File: src/rtl/cpu_control_unit_if.sv
// Control-word and memory-strobe bundle between cpu_control_unit (master) and the data path
// plus memory (slave).
interface cpu_control_unit_if;
   logic [31:0] instruction;
   logic        zero;
   logic [31:0] ctrl;
   logic        read;
   logic        write;

   modport master (
      input  instruction,
      input  zero,
      output ctrl,
      output read,
      output write
   );

   modport slave (
      output instruction,
      output zero,
      input  ctrl,
      input  read,
      input  write
   );
endinterface

File: src/rtl/cpu_control_unit.sv
// Multi-cycle control FSM for the cs147sec05 processor: decodes the IR and ZERO flag into the
// data-path control word and memory strobes, one instruction per FETCH..WRITEBACK pass.
module cpu_control_unit #(
   parameter int unsigned MEM_WAIT_CYCLES = 0
) (
   input  logic               clk,
   input  logic               rst,
   cpu_control_unit_if.master bus
);

   localparam logic [5:0] OP_RTYPE = 6'h00;
   localparam logic [5:0] OP_ADDI  = 6'h08;
   localparam logic [5:0] OP_MULI  = 6'h1d;
   localparam logic [5:0] OP_ANDI  = 6'h0c;
   localparam logic [5:0] OP_ORI   = 6'h0d;
   localparam logic [5:0] OP_LUI   = 6'h0f;
   localparam logic [5:0] OP_SLTI  = 6'h0a;
   localparam logic [5:0] OP_BEQ   = 6'h04;
   localparam logic [5:0] OP_BNE   = 6'h05;
   localparam logic [5:0] OP_LW    = 6'h23;
   localparam logic [5:0] OP_SW    = 6'h2b;
   localparam logic [5:0] OP_JMP   = 6'h02;
   localparam logic [5:0] OP_JAL   = 6'h03;
   localparam logic [5:0] OP_PUSH  = 6'h1b;
   localparam logic [5:0] OP_POP   = 6'h1c;

   localparam logic [5:0] FN_ADD = 6'h20;
   localparam logic [5:0] FN_SUB = 6'h22;
   localparam logic [5:0] FN_MUL = 6'h2c;
   localparam logic [5:0] FN_AND = 6'h24;
   localparam logic [5:0] FN_OR  = 6'h25;
   localparam logic [5:0] FN_NOR = 6'h27;
   localparam logic [5:0] FN_SLT = 6'h2a;
   localparam logic [5:0] FN_SLL = 6'h01;
   localparam logic [5:0] FN_SRL = 6'h02;
   localparam logic [5:0] FN_JR  = 6'h08;

   localparam logic [5:0] ALU_NONE = 6'd0;
   localparam logic [5:0] ALU_ADD  = 6'd1;
   localparam logic [5:0] ALU_SUB  = 6'd2;
   localparam logic [5:0] ALU_MUL  = 6'd3;
   localparam logic [5:0] ALU_SHR  = 6'd4;
   localparam logic [5:0] ALU_SHL  = 6'd5;
   localparam logic [5:0] ALU_AND  = 6'd6;
   localparam logic [5:0] ALU_OR   = 6'd7;
   localparam logic [5:0] ALU_NOR  = 6'd8;
   localparam logic [5:0] ALU_SLT  = 6'd9;

   localparam logic [3:0] WAIT_LOAD = 4'(MEM_WAIT_CYCLES);

   typedef enum logic [2:0] {
      S_RESET,
      S_FETCH,
      S_DECODE,
      S_EXECUTE,
      S_MEMORY,
      S_WRITEBACK
   } state_t;

   typedef enum logic [2:0] {
      OP2_ZIMM,
      OP2_SIMM,
      OP2_R2,
      OP2_SHAMT,
      OP2_ONE
   } op2_src_t;

   typedef struct packed {
      logic [2:0] reserved;
      logic       md_sel_1;
      logic       ma_sel_2;
      logic       ma_sel_1;
      logic [5:0] alu_oprn;
      logic       op2_sel_4;
      logic       op2_sel_3;
      logic       op2_sel_2;
      logic       op2_sel_1;
      logic       op1_sel_1;
      logic       sp_load;
      logic       wd_sel_3;
      logic       wd_sel_2;
      logic       wd_sel_1;
      logic       wa_sel_3;
      logic       wa_sel_2;
      logic       wa_sel_1;
      logic       reg_w;
      logic       reg_r;
      logic       r1_sel_1;
      logic       ir_load;
      logic       pc_sel_3;
      logic       pc_sel_2;
      logic       pc_sel_1;
      logic       pc_load;
   } ctrl_t;

   state_t     state;
   state_t     state_next;
   logic [3:0] wait_cnt;
   logic [3:0] wait_next;

   logic [5:0] opcode;
   logic [5:0] funct;
   logic       unused_ir_fields;

   logic [5:0] dec_alu;
   op2_src_t   dec_op2;
   logic       dec_op1_sp;
   logic       dec_r1_zero;
   logic       dec_mem_rd;
   logic       dec_mem_wr;
   logic       dec_addr_sp;
   logic       dec_md_r1;
   logic       dec_reg_wr;
   logic       dec_wa_rt;
   logic       dec_wa_r31;
   logic       dec_wd_mem;
   logic       dec_wd_lui;
   logic       dec_wd_pc;
   logic       dec_pc_r1;
   logic       dec_pc_jump;
   logic       dec_beq;
   logic       dec_bne;
   logic       dec_sp_mem;
   logic       dec_sp_wb;
   logic       branch_taken;

   ctrl_t      ctrl_word;
   logic       read_strobe;
   logic       write_strobe;

   assign opcode           = bus.instruction[31:26];
   assign funct            = bus.instruction[5:0];
   assign unused_ir_fields = ^bus.instruction[25:6];

   always_ff @(posedge clk) begin
      if (!rst) begin
         state    <= S_RESET;
         wait_cnt <= 4'd0;
      end else begin
         state    <= state_next;
         wait_cnt <= wait_next;
      end
   end

   // FETCH and MEMORY reload the wait counter on entry and hold until it has counted down to zero.
   always_comb begin
      state_next = state;
      case (state)
         S_RESET:     state_next = S_FETCH;
         S_FETCH:     if (wait_cnt == 4'd0) state_next = S_DECODE;
         S_DECODE:    state_next = S_EXECUTE;
         S_EXECUTE:   state_next = S_MEMORY;
         S_MEMORY:    if (wait_cnt == 4'd0) state_next = S_WRITEBACK;
         S_WRITEBACK: state_next = S_FETCH;
         default:     state_next = S_RESET;
      endcase

      wait_next = 4'd0;
      if ((state_next != state) && ((state_next == S_FETCH) || (state_next == S_MEMORY)))
         wait_next = WAIT_LOAD;
      else if (wait_cnt != 4'd0)
         wait_next = wait_cnt - 4'd1;
   end

   always_comb begin
      dec_alu     = ALU_NONE;
      dec_op2     = OP2_ZIMM;
      dec_op1_sp  = 1'b0;
      dec_r1_zero = 1'b0;
      dec_mem_rd  = 1'b0;
      dec_mem_wr  = 1'b0;
      dec_addr_sp = 1'b0;
      dec_md_r1   = 1'b0;
      dec_reg_wr  = 1'b0;
      dec_wa_rt   = 1'b0;
      dec_wa_r31  = 1'b0;
      dec_wd_mem  = 1'b0;
      dec_wd_lui  = 1'b0;
      dec_wd_pc   = 1'b0;
      dec_pc_r1   = 1'b0;
      dec_pc_jump = 1'b0;
      dec_beq     = 1'b0;
      dec_bne     = 1'b0;
      dec_sp_mem  = 1'b0;
      dec_sp_wb   = 1'b0;
      case (opcode)
         OP_RTYPE: begin
            case (funct)
               FN_ADD: begin dec_alu = ALU_ADD; dec_op2 = OP2_R2;    dec_reg_wr = 1'b1; end
               FN_SUB: begin dec_alu = ALU_SUB; dec_op2 = OP2_R2;    dec_reg_wr = 1'b1; end
               FN_MUL: begin dec_alu = ALU_MUL; dec_op2 = OP2_R2;    dec_reg_wr = 1'b1; end
               FN_AND: begin dec_alu = ALU_AND; dec_op2 = OP2_R2;    dec_reg_wr = 1'b1; end
               FN_OR:  begin dec_alu = ALU_OR;  dec_op2 = OP2_R2;    dec_reg_wr = 1'b1; end
               FN_NOR: begin dec_alu = ALU_NOR; dec_op2 = OP2_R2;    dec_reg_wr = 1'b1; end
               FN_SLT: begin dec_alu = ALU_SLT; dec_op2 = OP2_R2;    dec_reg_wr = 1'b1; end
               FN_SLL: begin dec_alu = ALU_SHL; dec_op2 = OP2_SHAMT; dec_reg_wr = 1'b1; end
               FN_SRL: begin dec_alu = ALU_SHR; dec_op2 = OP2_SHAMT; dec_reg_wr = 1'b1; end
               FN_JR:  begin dec_op2 = OP2_R2;  dec_pc_r1 = 1'b1; end
               default: ;
            endcase
         end
         OP_ADDI: begin dec_alu = ALU_ADD; dec_op2 = OP2_SIMM; dec_reg_wr = 1'b1; dec_wa_rt = 1'b1; end
         OP_SLTI: begin dec_alu = ALU_SLT; dec_op2 = OP2_SIMM; dec_reg_wr = 1'b1; dec_wa_rt = 1'b1; end
         OP_MULI: begin dec_alu = ALU_MUL; dec_reg_wr = 1'b1; dec_wa_rt = 1'b1; end
         OP_ANDI: begin dec_alu = ALU_AND; dec_reg_wr = 1'b1; dec_wa_rt = 1'b1; end
         OP_ORI:  begin dec_alu = ALU_OR;  dec_reg_wr = 1'b1; dec_wa_rt = 1'b1; end
         OP_LUI:  begin dec_reg_wr = 1'b1; dec_wa_rt = 1'b1; dec_wd_lui = 1'b1; end
         OP_BEQ:  begin dec_alu = ALU_SUB; dec_op2 = OP2_SIMM; dec_beq = 1'b1; end
         OP_BNE:  begin dec_alu = ALU_SUB; dec_op2 = OP2_SIMM; dec_bne = 1'b1; end
         OP_LW: begin
            dec_alu    = ALU_ADD;
            dec_op2    = OP2_SIMM;
            dec_mem_rd = 1'b1;
            dec_reg_wr = 1'b1;
            dec_wa_rt  = 1'b1;
            dec_wd_mem = 1'b1;
         end
         OP_SW:   begin dec_alu = ALU_ADD; dec_op2 = OP2_SIMM; dec_mem_wr = 1'b1; end
         OP_JMP:  dec_pc_jump = 1'b1;
         OP_JAL:  begin dec_pc_jump = 1'b1; dec_reg_wr = 1'b1; dec_wa_r31 = 1'b1; dec_wd_pc = 1'b1; end
         // push carries no register field, so R1 is steered to r0 for the stored data.
         OP_PUSH: begin
            dec_alu     = ALU_SUB;
            dec_op2     = OP2_ONE;
            dec_op1_sp  = 1'b1;
            dec_r1_zero = 1'b1;
            dec_mem_wr  = 1'b1;
            dec_addr_sp = 1'b1;
            dec_md_r1   = 1'b1;
            dec_sp_mem  = 1'b1;
         end
         OP_POP: begin
            dec_alu    = ALU_ADD;
            dec_op2    = OP2_ONE;
            dec_op1_sp = 1'b1;
            dec_mem_rd = 1'b1;
            dec_reg_wr = 1'b1;
            dec_wa_rt  = 1'b1;
            dec_wd_mem = 1'b1;
            dec_sp_wb  = 1'b1;
         end
         default: ;
      endcase
   end

   assign branch_taken = (dec_beq & bus.zero) | (dec_bne & ~bus.zero);

   // ALU operand selects stay asserted from EXECUTE through WRITEBACK so the result is stable.
   always_comb begin
      ctrl_word    = '0;
      read_strobe  = 1'b0;
      write_strobe = 1'b0;
      case (state)
         S_FETCH: begin
            read_strobe        = 1'b1;
            ctrl_word.ma_sel_2 = 1'b1;
         end
         S_DECODE: begin
            read_strobe        = 1'b1;
            ctrl_word.ma_sel_2 = 1'b1;
            ctrl_word.ir_load  = 1'b1;
            ctrl_word.reg_r    = 1'b1;
         end
         S_EXECUTE, S_MEMORY, S_WRITEBACK: begin
            ctrl_word.reg_r     = 1'b1;
            ctrl_word.r1_sel_1  = dec_r1_zero;
            ctrl_word.op1_sel_1 = dec_op1_sp;
            ctrl_word.alu_oprn  = dec_alu;
            ctrl_word.op2_sel_4 = (dec_op2 == OP2_R2);
            ctrl_word.op2_sel_3 = (dec_op2 == OP2_SHAMT) || (dec_op2 == OP2_ONE);
            ctrl_word.op2_sel_2 = (dec_op2 == OP2_SIMM);
            ctrl_word.op2_sel_1 = (dec_op2 == OP2_SHAMT);
            if (state == S_MEMORY) begin
               read_strobe        = dec_mem_rd;
               write_strobe       = dec_mem_wr;
               ctrl_word.ma_sel_1 = dec_addr_sp;
               ctrl_word.md_sel_1 = dec_md_r1;
               ctrl_word.sp_load  = dec_sp_mem && (wait_cnt == 4'd0);
            end
            if (state == S_WRITEBACK) begin
               ctrl_word.pc_load  = 1'b1;
               ctrl_word.pc_sel_1 = ~dec_pc_jump & ~dec_pc_r1;
               ctrl_word.pc_sel_2 = ~dec_pc_jump & ~dec_pc_r1 & branch_taken;
               ctrl_word.pc_sel_3 = ~dec_pc_jump;
               ctrl_word.reg_w    = dec_reg_wr;
               ctrl_word.sp_load  = dec_sp_wb;
               if (dec_reg_wr) begin
                  ctrl_word.wa_sel_1 = dec_wa_rt;
                  ctrl_word.wa_sel_2 = dec_wa_r31;
                  ctrl_word.wa_sel_3 = ~dec_wa_r31;
                  ctrl_word.wd_sel_1 = dec_wd_mem;
                  ctrl_word.wd_sel_2 = dec_wd_lui;
                  ctrl_word.wd_sel_3 = ~dec_wd_pc;
               end
            end
         end
         default: ;
      endcase
   end

   assign bus.ctrl  = ctrl_word;
   assign bus.read  = read_strobe;
   assign bus.write = write_strobe;

endmodule
File: src/flat_wrapper.sv
// flat-port wrapper written by rule: the top's interface ports become plain ports
module cpu_control_unit_flat 
#(
   parameter int unsigned MEM_WAIT_CYCLES = 0
)
  (clk, rst, bus_instruction, bus_zero, bus_ctrl, bus_read, bus_write);
  cpu_control_unit_if bus_i ();
  input  logic clk;
  input  logic rst;
  input wire logic [$bits(bus_i.instruction)-1:0] bus_instruction;
  input wire logic [$bits(bus_i.zero)-1:0] bus_zero;
  output wire logic [$bits(bus_i.ctrl)-1:0] bus_ctrl;
  output wire logic [$bits(bus_i.read)-1:0] bus_read;
  output wire logic [$bits(bus_i.write)-1:0] bus_write;
  assign bus_i.instruction = bus_instruction;
  assign bus_i.zero = bus_zero;
  assign bus_ctrl = bus_i.ctrl;
  assign bus_read = bus_i.read;
  assign bus_write = bus_i.write;
  cpu_control_unit #(.MEM_WAIT_CYCLES(MEM_WAIT_CYCLES)) u_core (.clk(clk), .rst(rst), .bus(bus_i));
endmodule
File: config.mk
export PLATFORM = sky130hd
export DESIGN_NAME = cpu_control_unit_flat
export DESIGN_NICKNAME = d
export VERILOG_FILES = /design/src/rtl/cpu_control_unit_if.sv /design/src/rtl/cpu_control_unit.sv /design/src/flat_wrapper.sv
export SDC_FILE = /design/constraint.sdc
export NUM_CORES = 1
export LEC_CHECK = 0
export ABC_CLOCK_PERIOD_IN_PS = 2150
export BUFFER_PORTS_ARGS = -buffer_cell sky130_fd_sc_hd__clkbuf_2
export CORE_MARGIN = 1.5
export CORE_UTILIZATION = 44
export CTS_CLUSTER_DIAMETER = 200
export CTS_CLUSTER_SIZE = 25
export DETAILED_ROUTE_END_ITERATION = 7
export GPL_ROUTABILITY_DRIVEN = 0
export PLACE_DENSITY = 0.8
export SLEW_MARGIN = 25
export SYNTH_ARGS = -nofsm -noshare
export SYNTH_HDL_FRONTEND = slang
export SYNTH_SLANG_ARGS = --single-unit
File: constraint.sdc
create_clock -name clk -period 2.15 [get_ports clk]
set_clock_uncertainty 0.1 [all_clocks]
set_input_delay 0.215 -clock clk [delete_from_list [all_inputs] [get_ports clk]]
set_output_delay 0.215 -clock clk [all_outputs]
set_load 0.01 [all_outputs]
# Word-level counts from Yosys, hierarchy flattened
# Index checks and enable logic that the tools add are counted.
[word_totals]
output_inout_bits = 34
reg_bits = 7
word_cells = 113
input_bits = 35
[op_classes]
add_sub_neg = 1
bitwise = 11
n_eq_ne = 36
muxes = 38
reduce_logical = 25
[op_table]
columns = ["cell", "n"]
rows = [
  ["== test 6 bit, second input constant", 9],
  ["case mux 6 bit (7 select lines)", 1],
  ["== test 6 x 4 -> 1 bit, second input constant", 6],
  ["case mux 4 bit (9 select lines)", 1],
  ["2-to-1 mux 1 bit", 24],
  ["2-to-1 mux 20 bit", 1],
  ["== test 6 x 2 -> 1 bit, second input constant", 3],
  ["== test 6 x 5 -> 1 bit, second input constant", 3],
  ["OR reduction 9 bit", 2],
  ["OR reduction 8 bit", 2],
  ["case mux 3 bit (5 select lines)", 1],
  ["OR reduction 2 bit", 7],
  ["== test 3 x 2 -> 1 bit, second input constant", 4],
  ["== test 3 bit, second input constant", 4],
  ["== test 6 x 3 -> 1 bit, second input constant", 2],
  ["== test 3 x 1 -> 1 bit, second input constant", 3],
  ["case mux 3 bit (3 select lines)", 1],
  ["OR reduction 3 bit", 3],
  ["2-to-1 mux 4 bit", 2],
  ["2-to-1 mux 8 bit", 1],
  ["OR reduction 4 bit", 2],
  ["== test 6 x 1 -> 1 bit, second input constant", 1],
  ["logical NOT 6 bit", 1],
  ["2-to-1 mux 3 bit", 2],
  ["other kinds (14)", 25],
]

# Logic depth before layout (Yosys ltp)
# Gate-level depths: netlist of run 1.
[logic_depth]
word_depth = 8
depth_mapped = 8
depth_no_buf = 6

# Worst setup path after synthesis of run 1
# OpenSTA, ideal clock, no wires.
[synth_timing]
path_type = "input -> output"
start = "input port bus_instruction[3]"
end = "output port bus_ctrl[18]"
n_path_buf = 1
arrival_time_ns = 1.703
t_required_ns = 1.835
setup_slack_ns = 0.132
stages = 6
cell_sequence = "buf_2 or2_0 or4_1 o311a_2 nor4_4 or2_1"
[synth_between]
elab_chain_len = 7
elab_cells_between_ends = 18
cone_classes = "eq/ne: 12; mux: 3; reduce/logical: 3"
[synth_lines]
columns = ["element", "line_no", "text"]
rows = [
  ["from (decl)", "flat_wrapper.sv:10", "input wire logic [$bits(bus_i.instruction)-1:0] bus_instruction;"],
  ["== test 6 bit, or another cell as far along", "cpu_control_unit.sv:188", "case (funct)"],
  ["OR reduction 8 bit (no line) / OR reduction 2 bit (equally long branches)", "--", ""],
  ["case mux 2 bit (2 select lines) *", "cpu_control_unit.sv:188", ""],
  ["case mux 3 bit (3 select lines) *", "cpu_control_unit.sv:186", "case (opcode)"],
  ["== test 3 x 2 -> 1 bit / == test 3 bit (equally long branches)", "cpu_control_unit.sv:270", "ctrl_word.op2_sel_3 = (dec_op2 == OP2_SHAMT) || (dec_op2 == OP2_ONE);"],
  ["logical OR 1 bit *", "cpu_control_unit.sv:270", ""],
  ["2-to-1 mux 20 bit *", "cpu_control_unit.sv:253", "case (state)"],
  ["to (decl)", "flat_wrapper.sv:12", "output wire logic [$bits(bus_i.ctrl)-1:0] bus_ctrl;"],
]
# Every way passes the cells marked *; elsewhere a longest branch is shown, timed or not.

# Final worst setup path of run 1
[layout_timing]
start = "input port bus_instruction[2]"
end = "output port bus_ctrl[18]"
# Same word-level chain as after synthesis.

==> flow_metrics.py, run 1 <==
metrics = {
    "yosys": {
        "synth_area_leaders": "dfxtp_1, nand2b_1, nor2_1",
        "yosysWarnings": 0,
        "avgSynthCellArea_um2": 6.38,
        "ys_types": 43,
        "syn_inst": 190,
        "synth.yosys.seq_area_share_pct": 11.6,
        "ys_seq_elements": 7,
        "synth_top_area_share_pct": 11.6,
        "netlist_area_um2": 1210,
        "synth_largest_area_cell": "dfxtp_1",
    },
    "floorplan": {
        "start_util_pct": 47.6,
        "die_w_um": 55.5,
        "row_count": 18,
        "design.core.area_um2": 2540,
        "die_y_um": 55.5,
        "die_area_um2": 3080,
        "boundaryPins": 69,
    },
    "pwr": {
        "clkPwrFrac_pct": 25.3,
        "leakagePower_nw": 0.714,
        "combPwrFrac_pct": 43.7,
        "max-vdd-ir-drop_uv": 484,
        "switching_share_pct": 37.1,
        "power.internal_w": 0.000294,
        "seqPwrFrac_pct": 31.0,
        "pwr_density_cell_nw_per_um2": 305,
        "power.switching_w": 0.000174,
    },
    "worst_setup_path": {
        "path_common_cell": "clkbuf_2",
        "crit_start": "bus_instruction[2]",
        "max_stage_delay_ns": 0.50,
        "cp_slowest_cell": "or4_1",
        "worstSetupStartpointType": "input pin",
        "crit_cells": 7,
        "arrival_ns": 1.78,
        "r2r-start": "u_core.wait_cnt[0]",
        "required_ns": 1.84,
        "worst_r2r_endpoint": "u_core.wait_cnt[3]",
        "crit_type": "input pin to output pin",
        "reg2reg_depth": 7,
        "reg2reg_slack_ns": 0.71,
        "crit_fanout": 2,
        "critPathTopFamily": "simple AND/OR/NAND/NOR gates",
        "path_cells": "clkbuf_2, or2_0, or4_1, o311a_2, nor4_4, or2_1, clkbuf_2",
        "endpoint_kind": "output pin",
        "crit_buf_inv": 2,
        "cp-endpoint": "bus_ctrl[18]",
    },
    "timing": {
        "holdWs_ns": 0.109,
        "fin_ws_ns": 0.0540,
        "fmax_ghz": 0.477,
        "finalSetupViolCount": 0,
        "slew_viol_final": 0,
        "grt_setup_unrepaired": "yes",
        "hold_viol": 0,
        "finalCritPeriodShare_pct": 97.5,
        "finalCriticalPeriod_ns": 2.10,
    },
    "clock_tree": {
        "cts_buffers": 3,
        "cts_tree": "built",
        "htree_levels": 1,
        "cts.reportedPaths.clkPinSlew_ns": 0.05,
        "root_buffer": "clkbuf_4",
        "clock-sinks": 7,
        "clkLatencyLatePin_ns": 0.25,
        "cts_hold_buf": 0,
        "cts.path.max_buffers": 2,
    },
    "drt": {
        "viasPerCell": 5.55,
        "ant_nets": 0,
        "wl_mm": 3.22,
        "drt_iter0_markers": 58,
        "wl_per_cell_um": 12.0,
        "first_pass_iters": 4,
        "drc_errors": 0,
        "vias": 1487,
    },
    "global_route": {
        "antenna_found_initial": 0,
        "groute.usage.overall_pct": 20.8,
        "grt_pass1_vias": 1283,
        "top_usage_layer": "met2",
        "grt_max_degree": 17,
        "use_met1_pct": 28.7,
        "use_met2_pct": 33.2,
        "grt.overflow.total": 0,
        "grt_pass1_wl_mm": 5.44,
        "gr-usage-met3_pct": 3.51,
    },
    "placement": {
        "place_ws_ns": 0.0343,
        "hpwl_mm": 2.51,
        "portBuffers": 43,
    },
    "cells_and_area": {
        "area_growth_pct": 26.6,
        "layout.nets": 275,
        "final_common_cell": "clkbuf_2",
        "post-route-util_pct": 60.3,
        "final_cell_mix": "clkbuf_2, nor2_1, buf_4",
        "fill_cells": 277,
        "antenna_cells": 0,
        "layout-drive-gt1-share_pct": 31.5,
    },
    "flow_run": {
        "drv_cap": 0,
    },
    "run_status": {
        "status": "finished clean",
    },
    "min_path": {
        "hold_path_class": "input pin to flip-flop",
    },
}
[stage by stage]
| stage | cells | setup TNS, ns | power [W] | cell area [µm²] |
|---|---|---|---|---|
| after CTS | 268 | 0 | 0.000472 | 1520 |
| after global placement | 264 | 0 | 0.000345 | 1500 |
| final | 268 | 0 | 0.000468 | 1540 |
| after detailed placement | 264 | 0 | 0.000348 | 1500 |
| after global routing | 268 | -0.0294 | 0.000504 | 1540 |
| after floorplan | 194 | 0 | 0.000285 | 1230 |
[sequential cells by signal, summed over array words and instances (netlist names)]
name and cells:
u_core.state 3, u_core.wait_cnt 4
[power groups by stage]
stage / clock, W / combinational, W / sequential [W]
finish: 0.000118 / 0.000205 / 0.000145
global route: 0.000132 / 0.000227 / 0.000146
CTS: 0.000125 / 0.000202 / 0.000144
detailed placement: 0 / 0.000201 / 0.000147
global placement: 0 / 0.000198 / 0.000147
floorplan: 0 / 0.000145 / 0.000140
[layer usage]
| metal | vias up | share of wire (%) |
|---|---|---|
| met1 | 663 | 47 |
| met5 | - | 0 |
| met2 | 60 | 46 |
| met3 | 4 | 5.6 |
| met4 | 0 | 1.2 |
| li1 | 760 | - |
[Yosys cell counts, drive strengths merged]
master   instances
o31ai            1
and3             3
conb             1
nor3            11
nand4            1
and3b            1
o311a            1
nor2            23
nor3b            6
o211ai           1
or4              4
o2111ai          1
a21o             2
or2              3
inv             10
nand2b          14
a21boi           1
dfxtp            7
o32ai            1
o21ai            8
xor2             2
nand3            3
nor4             6
and2             2
buf             11
a21oi           13
a32oi            1
o21a             1
xnor2            5
clkbuf          11
ha               1
o32a             2
o22ai            5
nand2           14
a31oi            6
nor2b            6
o221ai           1
[worst min path at each step]
stage / start / endpoint / slack (ns) / depth (start not counted)
2_1_floorplan: rst / u_core.state[2] / 0.23 / 1
5_1_grt: rst / u_core.state[2] / 0.10 / 2
4_1_cts: rst / u_core.state[2] / 0.10 / 2
6_report: rst / u_core.state[2] / 0.11 / 2
3_5_place_dp: u_core.wait_cnt[0] / u_core.wait_cnt[0] / 0.34 / 1
3_3_place_gp: u_core.wait_cnt[0] / u_core.wait_cnt[0] / 0.33 / 1
[repair_timing]
action,4_1_cts,5_1_grt
cloned,0,0
endpoints found under the setup margin,2,5
resized for setup,1,4
buffers inserted,0,0
[logic make-up after synthesis]
kind of cell | count (synthesis) | share of synthesized area, %
DFF | 7 | 11.6
other | 1 | 0.309
and+or+nand+nor | 97 | 45.0
xor gates and xnor gates | 7 | 5.06
AOI/OAI and AO/OA | 45 | 23.5
adders and majority gates | 1 | 1.03
buffers and inverters | 32 | 13.5
[area by class of cell]
cell class	instances	area, µm²	area share (%)
multi-input cells	155	935	60.9
inverters	10	37.5	2.44
flip-flops and latches	7	141	9.21
repair buffers	62	358	23.3
well taps	30	37.5	2.44
clock buffers	4	26.3	1.71
(Power assumes the default switching activity.)
==> run 2, diff against run 1 <==
--- a/config.mk
+++ b/config.mk
@@ -7,7 +7,7 @@
 export LEC_CHECK = 0
 export ABC_CLOCK_PERIOD_IN_PS = 2150
 export BUFFER_PORTS_ARGS = -buffer_cell sky130_fd_sc_hd__clkbuf_2
-export CORE_MARGIN = 1.5
+export CORE_ASPECT_RATIO = 0.5
 export CORE_UTILIZATION = 44
 export CTS_CLUSTER_DIAMETER = 200
 export CTS_CLUSTER_SIZE = 25
==> run 2 against run 1 <==
  * Cell count increased by 1.5%
  * Total power grew 15%
  * Critical path depth unchanged
  * Sequential share of layout area fell by 0.097 points
  * Core utilization is 0.71 points lower
  * Sequential cell count is the same
  * Final area grew 1.1%
==> flow_metrics.py, run 2 (synthesized netlist as in run 1, its figures left out) <==
metrics = {
    "worst_setup_path": {
        "reg2reg_depth": 5,
        "crit_fanout": 2,
        "reg2reg_slack_ns": 0.70,
        "worstSetupStartpointType": "input pin",
        "max_stage_delay_ns": 0.48,
        "crit_type": "input pin to output pin",
        "worst_r2r_endpoint": "u_core.state[0]",
        "r2r-start": "u_core.wait_cnt[0]",
        "required_ns": 1.84,
        "path_cells": "clkbuf_2, or2_1, or4_4, o311a_2, nor4_4, or2_1, clkbuf_2",
        "endpoint_kind": "output pin",
        "crit_start": "bus_instruction[2]",
        "cp_slowest_cell": "or4_4",
        "arrival_ns": 1.79,
        "cp-endpoint": "bus_ctrl[18]",
    },
    "floorplan": {
        "die_area_um2": 2980,
        "row_count": 13,
        "die_w_um": 76.2,
        "start_util_pct": 46.6,
        "die_y_um": 39.1,
        "design.core.area_um2": 2600,
        "boundaryPins": 69,
    },
    "pwr": {
        "combPwrFrac_pct": 38.0,
        "switching_share_pct": 35.4,
        "clkPwrFrac_pct": 34.8,
        "total_power_w": 0.000538,
        "max-vdd-ir-drop_uv": 400,
        "leakagePower_nw": 0.717,
        "power.internal_w": 0.000347,
        "pwr_density_cell_nw_per_um2": 347,
        "seqPwrFrac_pct": 27.2,
        "power.switching_w": 0.000190,
    },
    "drt": {
        "drc_errors": 0,
        "m1WireLength_mm": 1.49,
        "vias": 1496,
        "ant_nets": 0,
        "met3_wirelength_um": 144,
        "wl_per_cell_um": 12.1,
        "viasPerCell": 5.50,
        "drt_iter0_markers": 56,
        "route.met2.wl_mm": 1.60,
        "highest_layer": "met4",
        "wl_mm": 3.29,
        "first_pass_iters": 4,
    },
    "timing": {
        "finalCriticalPeriod_ns": 2.10,
        "fmax_ghz": 0.476,
        "hold_viol": 0,
        "finalCritPeriodShare_pct": 97.7,
        "slew_viol_final": 0,
        "finalSetupViolCount": 0,
    },
    "run_status": {
        "status": "finished clean",
    },
    "global_route": {
        "grt_max_degree": 17,
        "grt_pass1_wl_mm": 5.31,
        "grt_pass1_vias": 1238,
        "groute.usage.overall_pct": 22.5,
        "antenna_found_initial": 0,
        "grt.overflow.total": 0,
    },
    "cells_and_area": {
        "final_common_cell": "clkbuf_2",
        "regMostFlops": "u_core.wait_cnt",
        "antenna_cells": 0,
        "final_cell_mix": "clkbuf_2, nor2_1, buf_4",
        "fill_cells": 247,
        "largest_reg_flops": 4,
        "fin_area_um2": 1550,
        "layout-drive-gt1-share_pct": 31.9,
        "largestRegisters": "u_core.wait_cnt x4, u_core.state x3",
        "layout.nets": 272,
        "area_growth_pct": 28.0,
    },
    "clock_tree": {
        "cts.reportedPaths.clkPinSlew_ns": 0.04,
        "clkLatencyLatePin_ns": 0.23,
        "cts_tree": "built",
        "cts.path.max_buffers": 2,
        "root_buffer": "clkbuf_8",
        "htree_levels": 1,
        "clock-sinks": 7,
        "cts_buffers": 3,
    },
    "placement": {
        "portBuffers": 43,
        "hpwl_mm": 2.47,
        "detailed_place.area_um2": 1480,
    },
    "flow_run": {
        "drv_cap": 0,
    },
    "min_path": {
        "hold_path_class": "input pin to flip-flop",
    },
}
## run 2: final cells by class
type	count	area (µm²)	share of cell area (%)
Multi-Input combinational cell	155	945	60.9
Clock inverter	1	5.00	0.323
Timing Repair Buffer	59	335	21.6
Tap cell	37	46.3	2.98
Inverter	10	37.5	2.42
Clock buffer	3	41.3	2.66
Sequential cell	7	141	9.11
## run 2: how the worst min path moves through the flow
stage	from	endpoint	slack (ns)	depth (start not counted)
global placement	u_core.wait_cnt[0]	u_core.wait_cnt[0]	0.33	1
CTS	rst	u_core.state[2]	0.14	2
floorplan	rst	u_core.state[2]	0.23	1
global route	rst	u_core.state[2]	0.15	2
detailed placement	u_core.wait_cnt[0]	u_core.wait_cnt[0]	0.34	1
finish	rst	u_core.state[2]	0.14	2
## run 2: metrics by stage
stage | utilization, % | std cells | TNS [ns] | worst slack (ns) | hold WS, ns
detailed placement | 57.0 | 268 | 0 | 0.0380 | 0.339
CTS | 58.8 | 272 | 0 | 0.0336 | 0.139
global placement | 57.0 | 268 | 0 | 0.0514 | 0.326
floorplan | - | 194 | 0 | 0.132 | 0.233
finish | 59.6 | 272 | 0 | 0.0487 | 0.138
global route | 59.6 | 272 | -0.00266 | -0.00266 | 0.147
## run 2: critical path: cells and delay by family
family | cells | cell delay [ns]
compound gates | 1 | 0.17
buf+inv | 2 | 0.20
simple gates | 4 | 1.19
## run 2: repair_timing
action / 4_1_cts / 5_1_grt
hold buffers: 0 / 0
gates resized for setup: 1 / 7
endpoints found under the hold margin: 0 / 0
buffers inserted: 0 / 0
endpoints found under the setup margin: 1 / 5
## run 2: routing by layer
layer,GRT usage (%),up-vias
li1,-,754
met2,43.9,39
met5,0,-
met1,26.7,697
met3,0.706,6
met4,12.0,0
## run 2: power by group through the flow
stage | clock [W] | combinational [W] | sequential (W)
detailed placement | 0 | 0.000198 | 0.000147
global placement | 0 | 0.000194 | 0.000147
CTS | 0.000191 | 0.000200 | 0.000146
finish | 0.000187 | 0.000204 | 0.000146
floorplan | 0 | 0.000145 | 0.000140
global route | 0.000197 | 0.000225 | 0.000147
==> run 3, diff against run 2 <==
--- a/config.mk
+++ b/config.mk
@@ -13,6 +13,7 @@
 export CTS_CLUSTER_SIZE = 25
 export DETAILED_ROUTE_END_ITERATION = 7
 export GPL_ROUTABILITY_DRIVEN = 0
+export GPL_TIMING_DRIVEN = 0
 export PLACE_DENSITY = 0.8
 export SLEW_MARGIN = 25
 export SYNTH_ARGS = -nofsm -noshare
==> run 3 against run 2 <==
  * Sequential cell count is the same
  * Sequential share of layout area shrank 0.40 points
  * Fmax decreased by 1.3%
  * Non-clock buffer count grew 9
  * Die area did not move
  * Register-to-register slack lost 0.16 ns
  * Sequential power about the same
  * Routed wire length grew 1.5%
  * Via count rose by 1.6%
==> flow_metrics.py, run 3 (synthesized netlist as in run 1, its figures left out) <==
metrics = {
    "run_status": {
        "status": "finished clean",
    },
    "timing": {
        "holdWs_ns": 0.161,
        "grt_setup_unrepaired": "yes",
        "fmax_ghz": 0.469,
        "finalCritPeriodShare_pct": 99.1,
        "finalSetupViolCount": 0,
        "fin_ws_ns": 0.0200,
        "finalCriticalPeriod_ns": 2.13,
        "relSlewSlack_pct": 62.9,
        "hold_viol": 0,
        "tightest_slew_ns": 0.555,
        "slew_viol_final": 0,
    },
    "worst_setup_path": {
        "max_stage_delay_ns": 0.42,
        "cp_slowest_cell": "clkbuf_1",
        "reg2reg_depth": 6,
        "crit_type": "input pin to output pin",
        "endpoint_kind": "output pin",
        "reg2reg_slack_ns": 0.54,
        "required_ns": 1.84,
        "crit_start": "bus_instruction[26]",
        "cp-endpoint": "bus_ctrl[20]",
        "path_cells": "clkbuf_2, clkbuf_1, and3_1, o21ai_0, o21ai_0, o22ai_1, a31oi_1, clkbuf_2",
        "r2r-start": "u_core.wait_cnt[0]",
        "arrival_ns": 1.82,
        "worst_r2r_endpoint": "u_core.wait_cnt[2]",
        "crit_fanout": 10,
        "worstSetupStartpointType": "input pin",
    },
    "floorplan": {
        "start_util_pct": 46.6,
        "design.core.area_um2": 2600,
        "die_w_um": 76.2,
        "row_count": 13,
        "die_area_um2": 2980,
        "boundaryPins": 69,
        "die_y_um": 39.1,
    },
    "pwr": {
        "power.switching_w": 0.000192,
        "switching_share_pct": 35.1,
        "max-vdd-ir-drop_uv": 363,
        "pwr_density_cell_nw_per_um2": 336,
        "leakagePower_nw": 0.747,
        "clkPwrFrac_pct": 34.1,
        "seqPwrFrac_pct": 26.7,
        "power.internal_w": 0.000354,
        "combPwrFrac_pct": 39.2,
    },
    "cells_and_area": {
        "largest_reg_flops": 4,
        "regMostFlops": "u_core.wait_cnt",
        "largestRegisters": "u_core.wait_cnt x4, u_core.state x3",
        "regArea_um2": 141,
        "final_common_cell": "clkbuf_2",
        "multi_input_area_um2": 953,
        "area_growth_pct": 33.8,
        "final_cell_mix": "clkbuf_2, nor2_1, buf_4",
        "antenna_cells": 0,
        "fin_area_um2": 1620,
        "layout-drive-gt1-share_pct": 32.8,
        "fill_cells": 234,
        "post-route-util_pct": 62.4,
        "layout.nets": 281,
    },
    "clock_tree": {
        "htree_levels": 1,
        "cts_buffers": 3,
        "root_buffer": "clkbuf_8",
        "cts.reportedPaths.clkPinSlew_ns": 0.04,
        "clkLatencyLatePin_ns": 0.23,
        "cts.path.max_buffers": 2,
        "cts_hold_buf": 0,
        "cts_tree": "built",
        "clock-sinks": 7,
    },
    "global_route": {
        "grt.overflow.total": 0,
        "grt_pass1_vias": 1221,
        "groute.usage.overall_pct": 21.2,
        "antenna_found_initial": 0,
        "grt_max_degree": 11,
        "grt_pass1_wl_mm": 5.05,
    },
    "min_path": {
        "hold_path_class": "input pin to flip-flop",
        "min_path_cells": 2,
    },
    "placement": {
        "hpwl_mm": 2.44,
        "place_ws_ns": -0.0506,
        "detailed_place.area_um2": 1470,
        "portBuffers": 40,
    },
    "drt": {
        "ant_nets": 0,
        "wl_per_cell_um": 11.9,
        "drt_iter0_markers": 80,
        "wl_mm": 3.34,
        "vias": 1520,
        "drc_errors": 0,
        "viasPerCell": 5.41,
        "first_pass_iters": 4,
    },
    "flow_run": {
        "drv_cap": 0,
    },
}
## run 3: layer usage
layer / GRT usage (%) / up-vias / wire length, µm
met5: 0 / - / 0
li1: - / 768 / -
met3: 0.941 / 4 / 165
met1: 24.9 / 691 / 1470
met4: 9.13 / 0 / 29
met2: 42.6 / 57 / 1670
## run 3: critical path, delay by kind of cell
| kind | cells | cell delay, ns |
|---|---|---|
| buf+inv | 3 | 0.72 |
| compound gates | 4 | 0.64 |
| simple gates | 1 | 0.23 |
## run 3: how the worst min path moves through the flow
stage | slack [ns] | startpoint | to
3_3_place_gp | 0.33 | u_core.wait_cnt[0] | u_core.wait_cnt[0]
4_1_cts | 0.15 | rst | u_core.state[0]
5_1_grt | 0.18 | rst | u_core.state[0]
6_report | 0.16 | rst | u_core.state[2]
3_5_place_dp | 0.33 | u_core.wait_cnt[0] | u_core.wait_cnt[0]
2_1_floorplan | 0.23 | rst | u_core.state[2]
## run 3: final cells by class
| cell class | instances | share of cell area, % |
|---|---|---|
| Clock inverter | 1 | 0.308 |
| Inverter | 10 | 2.31 |
| Buffer | 21 | 8.56 |
| Clock buffer | 3 | 2.54 |
| Multi-Input combinational cell | 155 | 58.8 |
| Sequential cell | 7 | 8.71 |
| Timing Repair Buffer | 47 | 16.0 |
| Tap cell | 37 | 2.85 |
## run 3: stage by stage
step	std cells	setup TNS, ns	power, W
after CTS	276	0	0.000533
after floorplan	194	0	0.000285
after global routing	281	-0.0440	0.000579
final	281	0	0.000545
after global placement	271	-0.0210	0.000337
after detailed placement	271	-0.0611	0.000342
## run 3: power groups by stage
stage,Clock (W),Combinational [W],Sequential [W]
after global placement,0,0.000196,0.000141
after global routing,0.000197,0.000235,0.000147
after floorplan,0,0.000145,0.000140
after detailed placement,0,0.000200,0.000142
final,0.000186,0.000214,0.000146
after CTS,0.000190,0.000198,0.000145
## run 3: what timing repair did
item / in CTS / in global routing
endpoints found under the setup margin: 8 / 11
setup buffers: 2 / 5
resized for setup: 4 / 21
pin swaps: 1 / 6
